[src/rtl/uart_cmd_parser.sv]
// uart_cmd_parser: drains RX FIFO bytes into a 4-byte command packet, validates
// length/checksum/opcode, executes a register write or read, and pushes a
// 2-byte ACK/NAK response into the TX FIFO. All outputs are registered.
module uart_cmd_parser #(
  parameter logic [7:0] CMD_WRITE = 8'h57,
  parameter logic [7:0] CMD_READ  = 8'h52,
  parameter logic [7:0] ACK_BYTE  = 8'h06,
  parameter logic [7:0] NAK_BYTE  = 8'h15
) (
  input  logic       clock,
  input  logic       reset,
  input  logic       rx_fifo_empty,
  input  logic [7:0] rx_fifo_data_out,
  output logic       rx_fifo_read_en,
  input  logic       packet_received,
  input  logic       tx_fifo_full,
  output logic [7:0] tx_fifo_data_in,
  output logic       tx_fifo_write_en,
  output logic [7:0] reg_addr,
  output logic [7:0] reg_wdata,
  output logic       reg_wr_en,
  output logic       reg_rd_en,
  input  logic [7:0] reg_rdata,
  output logic       busy,
  output logic [7:0] pkt_ok_count,
  output logic [7:0] pkt_err_count
);

  typedef enum logic [2:0] {
    S_COLLECT = 3'd0,
    S_EVAL    = 3'd1,
    S_WRITE   = 3'd2,
    S_READ    = 3'd3,
    S_RDLAT   = 3'd4,
    S_SEND0   = 3'd5,
    S_SEND1   = 3'd6
  } state_t;

  state_t     state_r, next_state_s;
  logic [2:0] idx_r;          // 0..4 = bytes captured, 5 = overflow
  logic       pending_r;      // end-of-packet seen, evaluation owed
  logic       capture_r;      // RX data for last pop is valid this cycle
  logic [7:0] buf_r [4];
  logic [7:0] rsp0_r, rsp1_r;
  logic [7:0] err_code_s;
  logic       tx_go_s;        // TX may accept a byte now
  logic       send_done_s;
  logic       rx_read_en_s, tx_write_en_s, reg_wr_en_s, reg_rd_en_s, busy_s;
  logic [7:0] tx_data_s, reg_addr_s, reg_wdata_s;

  function automatic logic [7:0] pkt_checksum(input logic [7:0] b0,
                                              input logic [7:0] b1,
                                              input logic [7:0] b2);
    return b0 + b1 + b2;
  endfunction

  // Packet validation: error code in priority order, 0 means executable
  always_comb begin
    err_code_s = 8'h00;
    if (idx_r != 3'd4) begin
      err_code_s = 8'h01;
    end else if (pkt_checksum(buf_r[0], buf_r[1], buf_r[2]) != buf_r[3]) begin
      err_code_s = 8'h02;
    end else if ((buf_r[0] != CMD_WRITE) && (buf_r[0] != CMD_READ)) begin
      err_code_s = 8'h03;
    end else begin
      err_code_s = 8'h00;
    end
  end

  // A push waits one idle cycle after the previous push so the full flag
  // already reflects that byte before the next decision.
  assign tx_go_s = !tx_fifo_full && !tx_fifo_write_en;

  // State register
  always_ff @(posedge clock or negedge reset) begin
    if (!reset) begin
      state_r <= S_COLLECT;
    end else begin
      state_r <= next_state_s;
    end
  end

  // Next-state logic
  always_comb begin
    next_state_s = state_r;
    case (state_r)
      S_COLLECT: begin
        if (pending_r && rx_fifo_empty && !rx_fifo_read_en) next_state_s = S_EVAL;
        else                                                next_state_s = S_COLLECT;
      end
      S_EVAL: begin
        if (err_code_s != 8'h00)        next_state_s = S_SEND0;
        else if (buf_r[0] == CMD_WRITE) next_state_s = S_WRITE;
        else                            next_state_s = S_READ;
      end
      S_WRITE: next_state_s = S_SEND0;
      S_READ:  next_state_s = S_RDLAT;
      S_RDLAT: next_state_s = S_SEND0;
      S_SEND0: begin
        if (tx_go_s) next_state_s = S_SEND1;
        else         next_state_s = S_SEND0;
      end
      S_SEND1: begin
        if (tx_go_s) next_state_s = S_COLLECT;
        else         next_state_s = S_SEND1;
      end
      default: next_state_s = S_COLLECT;
    endcase
  end

  // Output logic: next values of the registered outputs
  always_comb begin
    rx_read_en_s  = 1'b0;
    reg_wr_en_s   = 1'b0;
    reg_rd_en_s   = 1'b0;
    tx_write_en_s = 1'b0;
    reg_addr_s    = reg_addr;
    reg_wdata_s   = reg_wdata;
    tx_data_s     = tx_fifo_data_in;
    send_done_s   = 1'b0;

    if ((state_r == S_COLLECT) && (next_state_s == S_COLLECT) &&
        !rx_fifo_empty && !rx_fifo_read_en) begin
      rx_read_en_s = 1'b1;
    end else begin
      rx_read_en_s = 1'b0;
    end

    if (next_state_s == S_WRITE) begin
      reg_wr_en_s = 1'b1;
      reg_addr_s  = buf_r[1];
      reg_wdata_s = buf_r[2];
    end else if (next_state_s == S_READ) begin
      reg_rd_en_s = 1'b1;
      reg_addr_s  = buf_r[1];
    end else begin
      reg_wr_en_s = 1'b0;
      reg_rd_en_s = 1'b0;
    end

    if ((state_r == S_SEND0) && tx_go_s) begin
      tx_write_en_s = 1'b1;
      tx_data_s     = rsp0_r;
    end else if ((state_r == S_SEND1) && tx_go_s) begin
      tx_write_en_s = 1'b1;
      tx_data_s     = rsp1_r;
      send_done_s   = 1'b1;
    end else begin
      tx_write_en_s = 1'b0;
    end

    busy_s = (next_state_s != S_COLLECT);
  end

  // Packet datapath: byte capture, pending flag, response bytes
  always_ff @(posedge clock or negedge reset) begin
    if (!reset) begin
      idx_r     <= 3'd0;
      pending_r <= 1'b0;
      capture_r <= 1'b0;
      rsp0_r    <= 8'h00;
      rsp1_r    <= 8'h00;
      for (int i = 0; i < 4; i++) buf_r[i] <= 8'h00;
    end else begin
      capture_r <= rx_fifo_read_en;

      if (packet_received) begin
        pending_r <= 1'b1;
      end else if ((state_r == S_COLLECT) && (next_state_s == S_EVAL)) begin
        pending_r <= 1'b0;
      end else begin
        pending_r <= pending_r;
      end

      if (capture_r) begin
        if (idx_r < 3'd4) buf_r[idx_r[1:0]] <= rx_fifo_data_out;
        if (idx_r < 3'd5) idx_r <= idx_r + 3'd1;
      end else if (send_done_s) begin
        idx_r <= 3'd0;
      end else begin
        idx_r <= idx_r;
      end

      if (state_r == S_EVAL) begin
        rsp0_r <= (err_code_s != 8'h00) ? NAK_BYTE : ACK_BYTE;
        rsp1_r <= (err_code_s != 8'h00) ? err_code_s : buf_r[1];
      end else if (state_r == S_RDLAT) begin
        rsp1_r <= reg_rdata;
      end else begin
        rsp1_r <= rsp1_r;
      end
    end
  end

  // Registered outputs and saturating packet counters
  always_ff @(posedge clock or negedge reset) begin
    if (!reset) begin
      rx_fifo_read_en  <= 1'b0;
      tx_fifo_write_en <= 1'b0;
      tx_fifo_data_in  <= 8'h00;
      reg_addr         <= 8'h00;
      reg_wdata        <= 8'h00;
      reg_wr_en        <= 1'b0;
      reg_rd_en        <= 1'b0;
      busy             <= 1'b0;
      pkt_ok_count     <= 8'h00;
      pkt_err_count    <= 8'h00;
    end else begin
      rx_fifo_read_en  <= rx_read_en_s;
      tx_fifo_write_en <= tx_write_en_s;
      tx_fifo_data_in  <= tx_data_s;
      reg_addr         <= reg_addr_s;
      reg_wdata        <= reg_wdata_s;
      reg_wr_en        <= reg_wr_en_s;
      reg_rd_en        <= reg_rd_en_s;
      busy             <= busy_s;
      if (send_done_s && (rsp0_r == ACK_BYTE)) begin
        if (pkt_ok_count != 8'hFF) pkt_ok_count <= pkt_ok_count + 8'd1;
      end else if (send_done_s) begin
        if (pkt_err_count != 8'hFF) pkt_err_count <= pkt_err_count + 8'd1;
      end else begin
        pkt_ok_count <= pkt_ok_count;
      end
    end
  end

endmodule

[config.mk]
export PLATFORM = sky130hd
export DESIGN_NAME = uart_cmd_parser
export DESIGN_NICKNAME = d
export VERILOG_FILES = /design/src/rtl/uart_cmd_parser.sv
export SDC_FILE = /design/constraint.sdc
export NUM_CORES = 1
export LEC_CHECK = 0
export CORE_MARGIN = 2
export CORE_UTILIZATION = 40
export DETAILED_ROUTE_END_ITERATION = 6
export PLACE_DENSITY = 0.66
export REMOVE_ABC_BUFFERS = 1
export SLEW_MARGIN = 20
export SYNTH_ARGS = -nofsm -noshare
export SYNTH_HDL_FRONTEND = slang
export SYNTH_SLANG_ARGS = --single-unit
[constraint.sdc]
create_clock -name clock -period 3.8 [get_ports clock]
set_clock_uncertainty 0.15 [all_clocks]
set_input_delay 0.38 -clock clock [delete_from_list [all_inputs] [get_ports clock]]
set_output_delay 0.38 -clock clock [all_outputs]
set_load 0.01 [all_outputs]
==> impl_metrics.py <==
metrics = {
    "run_status": {
        "status": "finished with violations",
        "failed_checks": "hold timing",
    },
    "yosys": {
        "ys_async_sr_fraction_pct": 100.0,
        "synthAdderAreaFrac_pct": 6.849,
        "synth_flop_cell": "dfrtp_1",
        "netlist_instances": 369,
        "synth-compound-area-share_pct": 8.313,
        "synth_area_per_cell_um2": 12.28,
        "netlist_area_um2": 4531,
        "seq_area_frac_synth_pct": 53.02,
        "synth-xor-area-share_pct": 5.993,
        "yosysUniqueCellTypes": 49,
        "ys_ff_latch": 96,
        "yosys_warnings": 0,
        "synth_edf_count": 0,
        "synth_top_family_by_area": "multiplexers",
        "yosys.area_share.simple_pct": 11.30,
        "synthMuxAreaShare_pct": 12.26,
    },
    "route": {
        "drt_drc_violations_left": 0,
        "drt-wirelength-per-cell_um": 16.01,
        "drt-vias-per-instance": 5.127,
        "num_vias": 3020,
        "drtIter0Drc": 158,
        "drt_wl_total_um": 9427,
        "postRouteAntennaNets": 0,
        "dr.pass1.iters": 5,
    },
    "clocking": {
        "clockBufferDepth": 2,
        "clock-root-buffer": "clkbuf_16",
        "htreeDepth": 3,
        "clk_transition_reported_paths_ns": 0.07,
        "clk-insertion-delay-late_ns": 0.34,
        "cts_sinks": 96,
        "cts_hold_buffers": 0,
        "cts_made_buffers": 9,
        "cts_resized": 0,
        "cts_tree": "done",
        "postCtsSetupBuffers": 0,
    },
    "sta": {
        "final-max-slew-violation-count": 0,
        "grt_setup_unrepaired": "no",
        "finalSetupViolations": 0,
        "hold_viol_final": 81,
        "slew_headroom_pct": 47.07,
        "fmax_mhz": 280.7,
        "tns_ns": 0,
        "period_needed_ns": 3.562,
        "post-route-period-util_pct": 93.74,
        "worst_pin_slew_ns": 0.7940,
        "whs_ns": -0.04521,
    },
    "critical_path": {
        "cp-end-kind": "flop",
        "critical-path-max-stage-delay_ns": 0.53,
        "ff2ff_setup_slack_ns": 0.24,
        "worst_path_max_delay_cell": "fa_1",
        "path_class": "flop to flop",
        "path_max_fanout": 8,
        "r2r_cells": 10,
        "cp-start-kind": "flop",
        "r2r_end": "reg_wdata[0]$_DFFE_PN0P_",
        "r2r_start": "buf_r[17]$_DFFE_PN0P_",
        "worstPathArrival_ns": 3.63,
        "crit_chain": "fa_1 -> ha_1 -> fa_1 -> xor2_1 -> nor4_2 -> o2111ai_2 -> buf_4 -> nor4_4 -> buf_4 -> mux2_2",
        "cp.required_ns": 3.87,
    },
    "floorplan": {
        "die_height_um": 110.4,
        "initial_core_util_pct": 41.43,
        "dieArea_um2": 12190,
        "boundaryPins": 66,
        "die_w_um": 110.4,
        "num_rows": 38,
        "core_um2": 10940,
    },
    "final_layout": {
        "area_growth_pct": 24.86,
        "drive_above_1_share_pct": 17.82,
        "final_util_pct": 51.73,
        "fin_nets": 485,
        "diodes": 0,
    },
    "placement": {
        "gp_congestion": 0.7975,
        "numPortBuffers": 65,
        "dp_hpwl_um": 6872,
    },
    "power_and_ir_drop": {
        "intPower_mw": 3.042,
        "irDropWorstVdd_uv": 499.5,
        "seq_power_share_pct": 33.0,
        "switching_share_pct": 39.22,
        "p_leak_nw": 2.484,
        "p_per_area_nw_per_um2": 884.8,
        "p_switching_mw": 1.963,
        "pwr-share-comb_pct": 48.8,
        "p_clk_share_pct": 18.2,
    },
    "global_routing": {
        "grtUsageMet2_pct": 26.50,
        "antenna_found_initial": 0,
        "grt_first_pass_wirelength_um": 16130,
        "use_met3_pct": 2.689,
        "grt_busiest_layer": "met2",
        "grt_use_met1_pct": 22.10,
        "grt-ovfl-total": 0,
        "grt_max_degree": 89,
        "track_usage_pct": 16.31,
        "grt_pass1_vias": 3140,
    },
    "min_path": {
        "hp-class": "input pin to asynchronous set/reset pin",
    },
    "job": {
        "maxCapViolations": 0,
    },
}
-- synthesized netlist by cell type, drive strengths merged, types with 3 or more instances --
cell type / count / area [um^2]
nand2: 34 / 127.6
a22o: 3 / 26.28
mux2: 49 / 555.5
nor3: 4 / 20.02
a21o: 3 / 22.52
a211oi: 4 / 35.03
nor2b: 3 / 18.77
xnor2: 22 / 192.7
nor4: 5 / 58.80
nand4: 7 / 43.79
o21ai: 15 / 75.07
and3: 9 / 56.30
inv: 14 / 52.55
ha: 12 / 150.1
a21oi: 13 / 65.06
xor2: 9 / 78.83
nor2: 14 / 52.55
dfrtp: 96 / 2402
and2: 3 / 18.77
fa: 8 / 160.2
clkbuf: 6 / 23.77
nand3: 6 / 30.03
-- cells by family (layout without fill, tap and decap cells) --
group,Yosys count,after routing
flops,96,96
simple gates,96,96
compound gates,55,55
mux,49,49
xor+xnor,31,31
buf+inv,22,102
fa+ha+maj,20,20
-- worst max-delay path, delay by kind of cell (launching register included) --
kind	cells	cell delay [ns]
AOI/OAI and AO/OA	1	0.16
xor gates and xnor gates	1	0.18
adders and majority gates	3	1.19
buffers and inverters	2	0.43
DFF	1	0.43
muxes	1	0.35
and+or+nand+nor	2	0.54
-- placed cells by master (no fill, tap or decap), types with 2 or more instances in the layout --
master	n
a211oi_1	3
a21o_1	3
a21oi_1	13
a221o_1	2
a22o_1	3
a22oi_1	2
a31oi_1	2
and2_1	3
and3_1	9
buf_4	7
clkbuf_16	9
clkdlybuf4s50_1	64
clkinvlp_4	2
dfrtp_1	96
fa_1	8
ha_1	12
inv_1	14
mux2_2	48
nand2_1	34
nand2b_1	2
nand3_1	6
nand3b_1	2
nand4_1	7
nor2_1	14
nor2b_1	3
nor3_1	4
nor3b_1	2
nor4_1	2
nor4_2	2
o21ai_0	15
o21bai_1	2
or4_1	2
xnor2_1	22
xor2_1	9
-- registers in the layout, indices dropped and copies added, names as in the netlist --
name	count
capture_r	1
pending_r	1
idx_r	3
reg_wr_en	1
pkt_err_count	8
tx_fifo_write_en	1
buf_r	32
rx_fifo_read_en	1
reg_rd_en	1
reg_addr	8
reg_wdata	8
state_r	3
pkt_ok_count	8
tx_fifo_data_in	8
rsp1_r	8
rsp0_r	3
busy	1
-- metrics by stage --
stage | power [mW] | area [um^2] | hold slack (ns) | std cells | setup WS, ns
2_1_floorplan | 3.428 | 4481 | -0.06559 | 361 | 0.1222
3_3_place_gp | 4.084 | 5356 | 0.3056 | 573 | 0.2869
3_5_place_dp | 4.143 | 5356 | 0.2915 | 573 | 0.2561
4_1_cts | 5.070 | 5653 | 0.1549 | 589 | 0.2212
5_1_grt | 5.438 | 5657 | 0.01697 | 589 | 0.04540
6_report | 5.005 | 5657 | -0.04521 | 589 | 0.2379
-- power by group through the flow --
stage,registers (mW),clock network (mW),logic [mW]
5_1_grt,1.71,0.968,2.76
3_5_place_dp,1.68,0,2.47
3_3_place_gp,1.66,0,2.42
6_report,1.65,0.909,2.44
2_1_floorplan,1.61,0,1.82
4_1_cts,1.66,0.928,2.48
-- worst max-delay path by stage --
stage / start / end / slack [ns]
floorplan: buf_r[9]$_DFFE_PN0P_ / reg_addr[6]$_DFFE_PN0P_ / 0.12
global placement: buf_r[9]$_DFFE_PN0P_ / reg_addr[6]$_DFFE_PN0P_ / 0.29
detailed placement: buf_r[17]$_DFFE_PN0P_ / reg_addr[6]$_DFFE_PN0P_ / 0.26
CTS: buf_r[9]$_DFFE_PN0P_ / reg_addr[6]$_DFFE_PN0P_ / 0.22
global route: buf_r[17]$_DFFE_PN0P_ / reg_wdata[3]$_DFFE_PN0P_ / 0.05
finish: buf_r[17]$_DFFE_PN0P_ / reg_wdata[0]$_DFFE_PN0P_ / 0.24
-- per-layer routing --
layer / vias to the layer above / wire [um]
met4: 0 / 132
met5: - / 0
li1: 1457 / -
met3: 11 / 291
met2: 48 / 4644
met1: 1504 / 4358
-- final cells by class --
cell class                      count  area, um^2
Timing Repair Buffer               72       704.4
Multi-Input combinational cell    251        2026
Tap cell                          140       175.2
Clock buffer                       10       229.0
Fill cell                        1001        5279
Clock inverter                      6       67.56
Inverter                           14       52.55
Sequential cell                    96        2402
(Power assumes the default switching activity.)
